### config.mk
export PLATFORM = sky130hd
export DESIGN_NAME = instr_encoder_loader
export DESIGN_NICKNAME = d
export VERILOG_FILES = /design/src/rtl/rv_enc_pkg.sv /design/src/rtl/rv_instr_pack.sv /design/src/rtl/instr_encoder_loader.sv
export SDC_FILE = /design/constraint.sdc
export NUM_CORES = 1
export LEC_CHECK = 0
export BUFFER_PORTS_ARGS = -buffer_cell sky130_fd_sc_hd__clkbuf_2
export CORE_UTILIZATION = 45
export DETAILED_ROUTE_END_ITERATION = 8
export PLACE_DENSITY = 0.78
export SLEW_MARGIN = 20
export SYNTH_ARGS = -nofsm -noshare
export SYNTH_HDL_FRONTEND = slang
export SYNTH_SLANG_ARGS = --single-unit
### constraint.sdc
create_clock -name clk -period 3 [get_ports clk]
set_input_delay 0.15 -clock clk [delete_from_list [all_inputs] [get_ports clk]]
set_output_delay 0.15 -clock clk [all_outputs]
set_load 0.05 [all_outputs]
### src/rtl/rv_enc_pkg.sv
// RV32I encoder package: opcode constants, field-format and FSM state enums.
package rv_enc_pkg;

  localparam logic [6:0] OP_R      = 7'b0110011;
  localparam logic [6:0] OP_LOAD   = 7'b0000011;
  localparam logic [6:0] OP_STORE  = 7'b0100011;
  localparam logic [6:0] OP_BRANCH = 7'b1100011;
  localparam logic [6:0] OP_IMM    = 7'b0010011;

  typedef enum logic [2:0] {
    FMT_R    = 3'd0,
    FMT_LOAD = 3'd1,
    FMT_S    = 3'd2,
    FMT_B    = 3'd3,
    FMT_IALU = 3'd4
  } fmt_e;

  typedef enum logic [1:0] {
    ST_IDLE  = 2'd0,
    ST_ARMED = 2'd1,
    ST_WRITE = 2'd2
  } state_e;

endpackage

### src/rtl/rv_instr_pack.sv
// Combinational RV32I field-to-word packer.
// ENC_RANGE_CHECK_EN: when defined, flags immediates that do not fit their format.
module rv_instr_pack
  import rv_enc_pkg::*;
(
  input  logic [2:0]  fmt,
  input  logic [2:0]  funct3,
  input  logic [6:0]  funct7,
  input  logic [4:0]  rd,
  input  logic [4:0]  rs1,
  input  logic [4:0]  rs2,
  input  logic [12:0] imm,
  output logic [31:0] word,
  output logic        fmt_valid,
  output logic        imm_ok
);

  // Pack fields by format; unknown formats yield a zero word and fmt_valid=0.
  always_comb begin
    word      = '0;
    fmt_valid = 1'b1;
    case (fmt)
      FMT_R:    word = {funct7, rs2, rs1, funct3, rd, OP_R};
      FMT_LOAD: word = {imm[11:0], rs1, funct3, rd, OP_LOAD};
      FMT_IALU: word = {imm[11:0], rs1, funct3, rd, OP_IMM};
      FMT_S:    word = {imm[11:5], rs2, rs1, funct3, imm[4:0], OP_STORE};
      FMT_B:    word = {imm[12], imm[10:5], rs2, rs1, funct3, imm[4:1], imm[11], OP_BRANCH};
      default:  fmt_valid = 1'b0;
    endcase
  end

`ifdef ENC_RANGE_CHECK_EN
  // 12-bit immediates must sign-extend cleanly; branch offsets must be even.
  always_comb begin
    imm_ok = 1'b1;
    case (fmt)
      FMT_LOAD, FMT_IALU, FMT_S: imm_ok = (imm[12] == imm[11]);
      FMT_B:                     imm_ok = ~imm[0];
      default:                   imm_ok = 1'b1;
    endcase
  end
`else
  assign imm_ok = 1'b1;
`endif

endmodule

### src/rtl/instr_encoder_loader.sv
// RV32I instruction encoder and program loader: accepts field bundles over
// valid/ready and writes encoded words to consecutive instruction-memory slots.
// ENC_RANGE_CHECK_EN: when defined, out-of-range immediates are rejected (see rv_instr_pack).
module instr_encoder_loader
  import rv_enc_pkg::*;
#(
  parameter int unsigned ADDR_W = 8
) (
  input  logic              clk,
  input  logic              rst_n,
  input  logic              start,
  input  logic [ADDR_W-1:0] base_addr,
  input  logic              in_valid,
  output logic              in_ready,
  input  logic [2:0]        fmt,
  input  logic [2:0]        funct3,
  input  logic [6:0]        funct7,
  input  logic [4:0]        rd,
  input  logic [4:0]        rs1,
  input  logic [4:0]        rs2,
  input  logic [12:0]       imm,
  output logic              mem_we,
  output logic [ADDR_W-1:0] mem_addr,
  output logic [31:0]       mem_wdata,
  output logic [ADDR_W:0]   count,
  output logic              full,
  output logic              err
);

  state_e      state, state_nxt;
  logic [31:0] word;
  logic        fmt_valid;
  logic        imm_ok;
  logic        accept;
  logic        good;

  rv_instr_pack u_pack (
    .fmt       (fmt),
    .funct3    (funct3),
    .funct7    (funct7),
    .rd        (rd),
    .rs1       (rs1),
    .rs2       (rs2),
    .imm       (imm),
    .word      (word),
    .fmt_valid (fmt_valid),
    .imm_ok    (imm_ok)
  );

  // Region is exhausted once 2^ADDR_W words have been written (count MSB).
  assign full     = count[ADDR_W];
  assign in_ready = (state == ST_ARMED) && !full;
  assign accept   = in_valid && in_ready;
  assign good     = fmt_valid && imm_ok;

  // State register.
  always_ff @(posedge clk or negedge rst_n) begin
    if (!rst_n) state <= ST_IDLE;
    else        state <= state_nxt;
  end

  // Next-state and write strobe; start overrides everything, aborting a pending write.
  always_comb begin
    state_nxt = state;
    mem_we    = 1'b0;
    case (state)
      ST_IDLE:  state_nxt = ST_IDLE;
      ST_ARMED: if (accept && good) state_nxt = ST_WRITE;
      ST_WRITE: begin
        mem_we    = 1'b1;
        state_nxt = ST_ARMED;
      end
      default:  state_nxt = ST_IDLE;
    endcase
    if (start) begin
      state_nxt = ST_ARMED;
      mem_we    = 1'b0;
    end
  end

  // Address, count, data and sticky error registers.
  always_ff @(posedge clk or negedge rst_n) begin
    if (!rst_n) begin
      mem_addr  <= '0;
      mem_wdata <= '0;
      count     <= '0;
      err       <= 1'b0;
    end else if (start) begin
      mem_addr <= base_addr;
      count    <= '0;
      err      <= 1'b0;
    end else begin
      if (accept) begin
        if (good) mem_wdata <= word;
        else      err       <= 1'b1;
      end
      if (state == ST_WRITE) begin
        mem_addr <= mem_addr + ADDR_W'(1);
        count    <= count + (ADDR_W + 1)'(1);
      end
    end
  end

endmodule
# Word-level counts from Yosys, hierarchy flattened
# Cells that the tools add are included.
# word_totals
out_inout_bits	53
elab_cells	40
input_bits	53
ff_bits	52
# op_classes
eq_ne	8
bitwise	1
mux	14
reduce_logical	10
add_sub_neg	2
# ops
operator	n
case mux 32 bit (5 select lines)	1
two-way mux 9 bit	2
two-way mux 8 bit	2
adder 9 x 1 -> 9 bit (second input constant)	1
adder 8 x 1 -> 8 bit (second input constant)	1
equality test 3 x 2 -> 1 bit (second input constant)	2
two-way mux 1 bit	6
OR reduction 5 bit	1
two-way mux 2 bit	2
case mux 2 bit (2 select lines)	1
nonzero test 2 bit	2
equality test 3 x 1 -> 1 bit (second input constant)	1
equality test 3 bit (second input constant)	1
logical AND 1 bit	3
zero test 3 bit	1
!= test 3 x 2 -> 1 bit (second input constant)	1
AND reduction 3 bit	1
equality test 2 x 1 -> 1 bit (second input constant)	1
equality test 2 bit (second input constant)	1
!= test 2 bit (second input constant)	1
AND reduction 2 bit	1
zero test 1 bit	1
NOT 1 bit	1

# Logic depth before layout (Yosys ltp)
# Gate-level depths: netlist of run 1.
# depth
ltp_word	7
mapped_depth	7
depth_no_buf	6

# Hierarchy
# From an unflattened synthesis of run 1, not the netlist that was laid out.
# unflattened
cells_unflattened	249
area_unflattened_um2	2747.6
# modules_own_cells
mod	instances	area_per_inst_um2	cells_each
instr_encoder_loader	1	2242.2	177
rv_instr_pack	1	505.5	72

# Worst setup path after synthesis of run 1
# OpenSTA, ideal clock, no wires.
# synth_timing
kind	register to register
start	register count[8]
end	register mem_wdata[16]
t_required_ns	2.873
t_arrival_ns	1.687
n_path_buf	1
path_stages_with_launch	7
path_slack_ns	1.186
path_cell_list	dfrtp_1 > nand4bb_4 > nor2_4 > nand2_4 > inv_4 > buf_6 > mux2_1
# synth_between
elab_chain_len	4
# synth_lines
item	line_no	source
start: declaration	instr_encoder_loader.sv:25	output logic [ADDR_W:0] count,
start signal: assignment	instr_encoder_loader.sv:99	count <= count + (ADDR_W + 1)'(1);
zero test 1 bit	instr_encoder_loader.sv:52	assign in_ready = (state == ST_ARMED) && !full;
logical AND 1 bit	instr_encoder_loader.sv:52	
logical AND 1 bit	instr_encoder_loader.sv:53	assign accept = in_valid && in_ready;
AND reduction 3 bit (no line)	-	
end signal: assignment	instr_encoder_loader.sv:94	if (good) mem_wdata <= word;
end: declaration	instr_encoder_loader.sv:24	output logic [31:0] mem_wdata,
# No other way between the ends.
# A chain may end at the register's enable or synchronous reset.

# Final worst setup path of run 1
# layout_timing
start	register count[8]
end	register mem_wdata[17]
# Same word-level chain as after synthesis.

==> reports/results.ini, run 1 <==
[critical_path]
cp.required_ns = 3.18
path_cells = nand4bb_4, nor2_4, nand2_4, inv_4, mux2_1
end_kind = flop
path_class = flop to flop
worstPathArrival_ns = 1.96
cp_slowest_stage_delay_ns = 0.44
crit_fanout = 35
cp-start-kind = flop
slowest_stage = dfrtp_1

[clock_tree]
hold_buffers = 1
root_buffer = clkbuf_8
cts_buffers = 5
htreeDepth = 2
cts.sinks = 49
cts_resized = 0
clk_latency_ns = 0.30
clk_pin_slew_ns = 0.09
clockBufferDepth = 2
cts_tree = yes
post_cts_buffers = 0

[grt]
first_global_vias = 1885
grt_util_all_layers = 0.205
grt_pass1_wl_mm = 8.58
grt_max_degree = 36
gr-total-overflow = 0
antenna_found_initial = 0

[layout]
final_common_cell = clkbuf_2
syn_to_final_growth_pct = 26.4
mostFrequentLayoutCells = 103 x clkbuf_2, 49 x dfrtp_1, 29 x nor2_1
antenna_cells = 0
fillCellCount = 476
fin_nets = 375
multi_input_area_um2 = 1060
final-seq-area_um2 = 1230
drive_above_1_share = 0.411

[power]
ir_worst_vdd_uv = 378
power_density_nw_per_um2 = 672
cellLeakagePower_nw = 1.48

[timing]
hold_viol_final = 0
period_minus_slack_ns = 1.78
setup_violations = 0
tightest_slew_ns = 0.858
rsz0062_at_grt = false
skew_ns = 0.00727
slew_violations = 0
period_share = 0.593
max_freq_mhz = 562
tns_ns = 0
slew_headroom = 0.428
layout_setup_ws_ns = 1.22

[die]
rows = 26
io_pins = 106
die_area_um2 = 5620
die_x_um = 75.0
coreArea_um2 = 5110
die_h_um = 75.0
initial_core_util = 0.469

[drt]
drt-total-wl_mm = 5.35
drtPass1Iterations = 4
vias = 1998
drt.antenna.violating_nets = 0
drc = 0
viasPerCell = 5.11
drtIter0Drc = 73
wl_per_cell_um = 13.7

[yosys]
syn_area_um2 = 2400
yosys_warnings = 0
synth_edf_count = 0
yosysUniqueCellTypes = 47
synth_area_leaders = dfrtp_1 51%, nor2_1 4.5%, mux2i_1 3.8%, xor2_1 3.3%, a21oi_1 3.1%
yosysSeqAreaShare = 0.512
synthFlopType = dfrtp_1
synthArstFlopShare = 1.00
synth_cells = 221
synthDominantCellAreaShare = 0.512
yosys.area.top_type = dfrtp_1
syn_area_per_cell_um2 = 10.8
yosys_register_bits = 49

[outcome]
status = finished, final reports clean

[hold_path]
hold_path.class = input pin to flop

[flow_run]
maxCapViolCount = 0

[place]
post-dp-hpwl_mm = 4.11
globalplace.congestion = 0.767
pre_cts_slack_ns = 1.21
portBuffers = 103

through the flow:
stage / total power [W] / util / hold WS [ns] / instances / area (µm²)
after CTS: 0.00205 / 0.593 / 0.0451 / 391 / 3030
after global placement: 0.00161 / 0.571 / 0.295 / 382 / 2920
after floorplan: 0.00142 / - / -0.146 / 222 / 2400
after global routing: 0.00213 / 0.593 / 0.0402 / 391 / 3030
final: 0.00203 / 0.593 / 0.0516 / 391 / 3030
after detailed placement: 0.00162 / 0.571 / 0.301 / 382 / 2920
state kept, by name, indices dropped and copies added (netlist names):
name and cells:
mem_addr 8, mem_wdata 29, err 1, state 2, count 9
per-layer routing:
layer / GRT usage / up-vias / share of wire
met2: 0.356 / 73 / 0.49
li1: - / 959 / -
met5: 0 / - / 0
met4: 0.0503 / 0 / 0.0054
met3: 0.0616 / 4 / 0.070
met1: 0.251 / 962 / 0.43
where the power goes:
part | leakage [nW] | switching (W) | internal (W) | total, W
sequential | 0.601 | 0.0000729 | 0.000772 | 0.000845
clock | 0.0542 | 0.000219 | 0.000209 | 0.000428
combinational | 0.820 | 0.000567 | 0.000194 | 0.000761
total | 1.48 | 0.000859 | 0.00117 | 0.00203
final timing paths:
| kind | start | to | slack (ns) | cells after the start |
|---|---|---|---|---|
| max | count[8] | mem_wdata[17] | 1.22 | 5 |
| min | base_addr[2] | mem_addr[2] | 0.05 | 3 |
| max reg2reg | count[8] | mem_wdata[17] | 1.22 | 5 |
| min reg2reg | mem_wdata[5] | mem_wdata[5] | 0.49 | 1 |
| max in group asynchronous | rst_n | mem_wdata[13] | 1.77 | 3 |
| min in group asynchronous | rst_n | mem_addr[4] | 0.50 | 2 |
critical path, delay by kind of cell (launching register included):
kind / cells / cell delay [ns]
and+or+nand+nor: 3 / 0.56
DFF: 1 / 0.44
muxes: 1 / 0.37
buffers and inverters: 1 / 0.28
cells by family (layout without fill, tap and decap cells):
| logic type | after synthesis | count (layout) | share of synthesized area |
|---|---|---|---|
| AO/OA/AOI/OAI | 41 | 41 | 0.113 |
| XOR/XNOR | 16 | 16 | 0.0585 |
| adder cells (fa/ha/maj) | 2 | 2 | 0.0104 |
| buffers and inverters | 18 | 117 | 0.0465 |
| flip-flops | 49 | 49 | 0.512 |
| multiplexers | 18 | 18 | 0.0799 |
| other | 1 | 2 | 0.00157 |
| AND/OR/NAND/NOR | 76 | 76 | 0.178 |
Yosys cell counts, types with 2 or more instances:
cell type / count
inv_1: 3
nand4_1: 6
nor2_1: 29
buf_4: 6
ha_1: 2
buf_6: 2
a221o_1: 5
buf_2: 3
a22oi_1: 4
a211oi_1: 2
dfrtp_1: 49
and2_1: 5
nand3_1: 2
mux2_2: 6
mux2_1: 3
mux2i_1: 9
and3_1: 2
nor3_1: 2
xor2_1: 9
xnor2_1: 7
clkbuf_1: 3
nand2_1: 15
o21ai_0: 9
a21oi_1: 15
cell type report:
cell class | instances | share of cell area
inverter | 4 | 0.00579
sequential | 49 | 0.405
clock inverter | 1 | 0.00165
tap | 70 | 0.0289
clock buffer | 7 | 0.0318
timing repair buffer | 105 | 0.176
multi-input combinational | 155 | 0.351
Power figures use the tool's default switching activity.
==> inputs of run 2 (changes only) <==
==> constraint.sdc (replaced) <==
create_clock -name clk -period 1.81 [get_ports clk]
set_input_delay 0.0905 -clock clk [delete_from_list [all_inputs] [get_ports clk]]
set_output_delay 0.0905 -clock clk [all_outputs]
set_load 0.05 [all_outputs]
==> run 2 against run 1 <==
Sequential share of layout area down 1.0 points. Core utilization up 1.6 points. Flip-flop and latch count unchanged. Clock power up 53%. Largest cell class unchanged. Total power up 64%. Cell count up 2.6%. Global-route usage down 0.65 points. Fmax up 5.0%. Die area unchanged. Non-clock buffer count up 10.
==> reports/results.ini, run 2 (same netlist as run 1, synthesis figures left out) <==
[outcome]
status = finished, final reports clean

[timing]
tns_ns = 0  ; unchanged
rsz0062_at_grt = false
skew_ns = 0.00464  ; -0.00263 ns
hold_viol_final = 0  ; unchanged
period_share = 0.937  ; +0.343
slew_violations = 0  ; unchanged
max_freq_mhz = 590  ; +5.0%
period_minus_slack_ns = 1.70  ; -0.0851 ns
setup_violations = 0  ; unchanged

[layout]
syn_to_final_growth_pct = 29.8
largest_registers = mem_wdata x29, count x9, mem_addr x8
antenna_cells = 0  ; unchanged
final_common_cell = clkbuf_2
regMostFlops = mem_wdata
mostFrequentLayoutCells = 103 x clkbuf_2, 48 x dfrtp_1, 29 x nor2_1
largest_reg_flops = 29  ; unchanged
fin_nets = 385  ; +2.7%
fillCellCount = 463  ; -2.7%
drive_above_1_share = 0.408  ; -0.00336

[drt]
drtIter0Drc = 78  ; +6.8%
drc = 0  ; unchanged
vias = 1981  ; -0.85%
drt-total-wl_mm = 5.31  ; -0.71%
viasPerCell = 4.94  ; -3.3%
drtPass1Iterations = 4  ; unchanged
wl_per_cell_um = 13.2  ; -3.2%
drt.antenna.violating_nets = 0  ; unchanged

[clock_tree]
clk_pin_slew_ns = 0.09  ; about the same
cts.sinks = 49  ; unchanged
root_buffer = clkbuf_8
cts_buffers = 5  ; unchanged
cts_tree = yes
clockBufferDepth = 2  ; unchanged
htreeDepth = 2  ; unchanged
clk_latency_ns = 0.29  ; about the same

[die]
io_pins = 106  ; unchanged
initial_core_util = 0.469  ; unchanged
die_x_um = 75.0  ; unchanged
rows = 26  ; unchanged
coreArea_um2 = 5110  ; unchanged
die_h_um = 75.0  ; unchanged
die_area_um2 = 5620  ; unchanged

[grt]
grt_max_degree = 36  ; unchanged
antenna_found_initial = 0  ; unchanged
grt_util_all_layers = 0.199  ; -0.00654
first_global_vias = 1769  ; -6.2%
gr-total-overflow = 0  ; unchanged
grt_pass1_wl_mm = 8.25  ; -3.9%

[hold_path]
hold_path.class = input pin to flop
hold_path_depth = 3  ; unchanged
hp-start = base_addr[3]
hold_end = mem_addr[3]

[critical_path]
cp-start-kind = flop
slowest_stage = dfrtp_2
path_class = flop to flop
cp.required_ns = 2.00  ; -1.18 ns
path_cells = nand4bb_4, nor2_4, nand2_4, inv_6, mux2_2
critPathBufInv = 1  ; unchanged
worst-r2r-setup-slack_ns = 0.11  ; -1.10 ns
crit_fanout = 35  ; unchanged
reg2regPathDepth = 5  ; unchanged
worstPathArrival_ns = 1.88  ; -0.08 ns
path_delay_family = simple AND/OR/NAND/NOR gates
reg2reg_to = mem_wdata[19]
end_kind = flop
cp_slowest_stage_delay_ns = 0.44  ; about the same
r2r-start = count[8]

[power]
p_switching_w = 0.00140  ; +63%
p_clk_frac = 0.196  ; -0.014
p_sw_frac = 0.422  ; -0.000858
seq_power_share = 0.421  ; +0.006
p_comb_frac = 0.383  ; +0.009
power_density_nw_per_um2 = 1070  ; +59%
total_power_w = 0.00333  ; +64%
ir_worst_vdd_uv = 737  ; +95%
internal_power_w = 0.00193  ; +64%
cellLeakagePower_nw = 1.51  ; +2.2%

[place]
post-dp-hpwl_mm = 4.02  ; -2.2%
portBuffers = 103  ; unchanged
globalplace.congestion = 0.827  ; +7.9%

[flow_run]
maxCapViolCount = 0  ; unchanged

==> run 2: cell count changes in the layout (fill, tap and decap cells not counted), sizes merged <==
cell	before	now
clkbuf	110	111
clkinv	1	0
buf	1	5
dlygate4sd3	1	7
==> run 2: worst register-to-register path, cell delays in order (launching register included) <==
cell       delay [ns]
dfrtp_2          0.44
nand4bb_4        0.29
nor2_4           0.15
nand2_4          0.10
inv_6            0.23
mux2_2           0.38
==> run 2: timing repair <==
item                                    CTS  global route
endpoints found under the setup margin    0             9
buffers inserted                          0             0
gates resized for setup                   0             1
hold endpoints to repair                 22             1
hold buffers                              6             1
==> run 2: power groups by stage <==
stage	Clock (W)	Combinational, W	Sequential [W]
after CTS	0.000678	0.00128	0.00140
after floorplan	0	0.000299	0.00205
final	0.000654	0.00128	0.00140
after global placement	0	0.00126	0.00142
after global routing	0.000715	0.00135	0.00142
after detailed placement	0	0.00127	0.00142
==> run 2: per-layer routing <==
metal,GRT usage,vias up,wire (µm)
met2,0.309,81,2460
met3,0.0710,6,410
li1,-,980,-
met1,0.261,914,2380
met5,0,-,0
met4,0.0629,0,61
==> run 2: worst max-delay path by stage <==
stage	startpoint	to	slack, ns	cells past startpoint
after floorplan	count[8]	mem_wdata[16]	0.11	6
after global placement	count[8]	mem_wdata[14]	0.10	5
after detailed placement	count[8]	mem_wdata[19]	0.04	5
after CTS	count[8]	mem_wdata[19]	0.03	5
after global routing	count[8]	mem_wdata[17]	0.01	5
final	count[8]	mem_wdata[19]	0.11	5
==> run 2: cell type report <==
type / count / area, µm² / share of cell area
flip-flops and latches: 49 / 1230 / 0.395
multi-input cells: 155 / 1060 / 0.342
repair buffers: 115 / 623 / 0.200
inverters: 4 / 20.0 / 0.00644
well taps: 70 / 87.6 / 0.0282
clock buffers: 8 / 90.1 / 0.0290
==> run 2: metrics by stage <==
stage	cell area [µm²]	util	hold slack (ns)	worst slack, ns	instances
finish	3110	0.609	0.0105	0.115	401
global route	3110	0.609	0.00701	0.0128	401
CTS	3100	0.607	0.00155	0.0311	400
detailed placement	2950	0.577	0.0596	0.0415	386
global placement	2950	0.577	0.0601	0.103	386
floorplan	2400	-	-0.205	0.107	222
==> inputs of run 3 (changes only) <==
--- a/config.mk
+++ b/config.mk
@@ -6,6 +6,7 @@
 export NUM_CORES = 1
 export LEC_CHECK = 0
 export BUFFER_PORTS_ARGS = -buffer_cell sky130_fd_sc_hd__clkbuf_2
+export CORE_ASPECT_RATIO = 1.2
 export CORE_UTILIZATION = 45
 export DETAILED_ROUTE_END_ITERATION = 8
 export PLACE_DENSITY = 0.78
==> run 3 against run 2 <==
Sequential share of layout area fell by 0.61 points. Largest cell class unchanged. Critical endpoint is now mem_wdata[28]. Combinational power barely moved. Non-clock buffer count rose by 2. Cell count fell by 2.0%.
==> reports/results.ini, run 3 (same netlist as run 1, synthesis figures left out) <==
[grt]
antenna_found_initial = 0  ; unchanged
grt_max_degree = 50  ; +39%
grt_pass1_wl_mm = 8.69  ; +5.4%
first_global_vias = 1936  ; +9.4%
grt_util_all_layers = 0.210  ; +0.0112
gr-total-overflow = 0  ; unchanged

[layout]
fin_nets = 387  ; +0.52%
drive_above_1_share = 0.405  ; -0.00245
mostFrequentLayoutCells = 103 x clkbuf_2, 48 x dfrtp_1, 29 x nor2_1
largest_reg_flops = 29  ; unchanged
antenna_cells = 0  ; unchanged
utilization = 0.631  ; +0.0216
fin_cells = 393  ; -2.0%
syn_to_final_growth_pct = 31.9
regMostFlops = mem_wdata
final_common_cell = clkbuf_2
fin_area_um2 = 3160  ; +1.6%
largest_registers = mem_wdata x29, count x9, mem_addr x8

[clock_tree]
cts_buffers = 5  ; unchanged
clk_latency_ns = 0.30  ; about the same
cts_tree = yes
clk_pin_slew_ns = 0.09  ; about the same
clockBufferDepth = 2  ; unchanged
htreeDepth = 2  ; unchanged
root_buffer = clkbuf_8
cts.sinks = 49  ; unchanged

[hold_path]
hp-start = base_addr[7]
hold_path_depth = 3  ; unchanged
hold_path.class = input pin to flop
hold_end = mem_addr[7]

[critical_path]
cp.required_ns = 2.03  ; +0.03 ns
crit_fanout = 20  ; -43%
reg2reg_to = mem_wdata[28]
reg2regPathDepth = 7  ; +2
cp-start-kind = flop
path_class = flop to flop
worstPathArrival_ns = 1.87  ; about the same
r2r-start = count[8]
worst-r2r-setup-slack_ns = 0.16  ; +0.05 ns
end_kind = flop

[drt]
drtIter0Drc = 65  ; -17%
wl_per_cell_um = 14.0  ; +5.7%
viasPerCell = 5.12  ; +3.7%
vias = 2014  ; +1.7%
drt-total-wl_mm = 5.50  ; +3.6%
drc = 0  ; unchanged
drt.antenna.violating_nets = 0  ; unchanged
drtPass1Iterations = 4  ; unchanged

[place]
placed_cells = 375  ; -2.8%
globalplace.congestion = 0.823  ; -0.47%
post-dp-hpwl_mm = 4.18  ; +4.0%
pre_cts_slack_ns = 0.123  ; +0.0815 ns
placedInstanceArea_um2 = 2940  ; -0.25%
portBuffers = 103  ; unchanged

[die]
initial_core_util = 0.478  ; +0.00914
rows = 28  ; +7.7%
die_h_um = 81.9  ; +9.3%
die_area_um2 = 5620  ; about the same
die_x_um = 68.6  ; -8.5%
io_pins = 106  ; unchanged
coreArea_um2 = 5010  ; -1.9%

[timing]
period_share = 0.912  ; -0.0251
hold_viol_final = 0  ; unchanged
slew_violations = 0  ; unchanged
skew_ns = 0.00841  ; +0.00377 ns
layout_setup_ws_ns = 0.160  ; +0.0454 ns
tns_ns = 0  ; unchanged
setup_violations = 0  ; unchanged
max_freq_mhz = 606  ; +2.7%
period_minus_slack_ns = 1.65  ; -0.0454 ns
rsz0062_at_grt = false

[power]
ir_worst_vdd_uv = 808  ; +9.5%
cellLeakagePower_nw = 1.53  ; +1.7%
power_density_nw_per_um2 = 1110  ; +3.4%

[outcome]
status = finished, final reports clean

[flow_run]
maxCapViolCount = 0  ; unchanged

==> run 3: stage by stage <==
step | power (W) | hold slack (ns)
global placement | 0.00268 | 0.101
finish | 0.00350 | 0.00953
detailed placement | 0.00271 | 0.102
floorplan | 0.00235 | -0.205
global route | 0.00366 | 0.00768
CTS | 0.00353 | 0.00937
==> run 3: worst max path at each step <==
stage | from | cells past startpoint | slack [ns] | to
final | count[8] | 7 | 0.16 | mem_wdata[28]
after global routing | count[8] | 7 | 0.02 | mem_wdata[26]
after CTS | count[8] | 7 | 0.11 | mem_wdata[28]
after detailed placement | count[8] | 7 | 0.12 | mem_wdata[10]
after global placement | count[8] | 5 | 0.22 | mem_wdata[15]
after floorplan | count[8] | 6 | 0.11 | mem_wdata[16]
==> run 3: area by class of cell <==
cell class	count	area (µm²)
Fill cell	417	1850
Sequential cell	49	1230
Multi-Input combinational cell	155	1060
Timing Repair Buffer	117	658
Clock buffer	7	86.3
Tap cell	60	75.1
Clock inverter	1	30.0
Inverter	4	20.0
==> run 3: what timing repair did <==
| action | CTS | global route |
|---|---|---|
| endpoints found under the setup margin | 0 | 6 |
| buffers inserted | 0 | 0 |
| hold buffers | 10 | 0 |
| hold endpoints to repair | 58 | 0 |
| gates resized for setup | 0 | 1 |
==> run 3: worst max-delay path: stages, from the launching register on <==
cell and delay, ns:
dfrtp_2 0.44, nand4bb_4 0.29, nor2_4 0.15, nand2_4 0.10, inv_6 0.16, buf_4 0.22, nor2_1 0.06, a21oi_1 0.13
==> run 3: routing by layer <==
metal | global-route usage | share of wire | vias up
met5 | 0 | 0 | -
met3 | 0.0639 | 0.063 | 11
met4 | 0.0688 | 0.015 | 0
li1 | - | - | 983
met1 | 0.235 | 0.40 | 943
met2 | 0.372 | 0.52 | 77
==> run 3: power by group <==
group	switching, W	internal, W
logic	0.000953	0.000342
clock network	0.000350	0.000451
registers	0.000124	0.00128
total	0.00143	0.00207
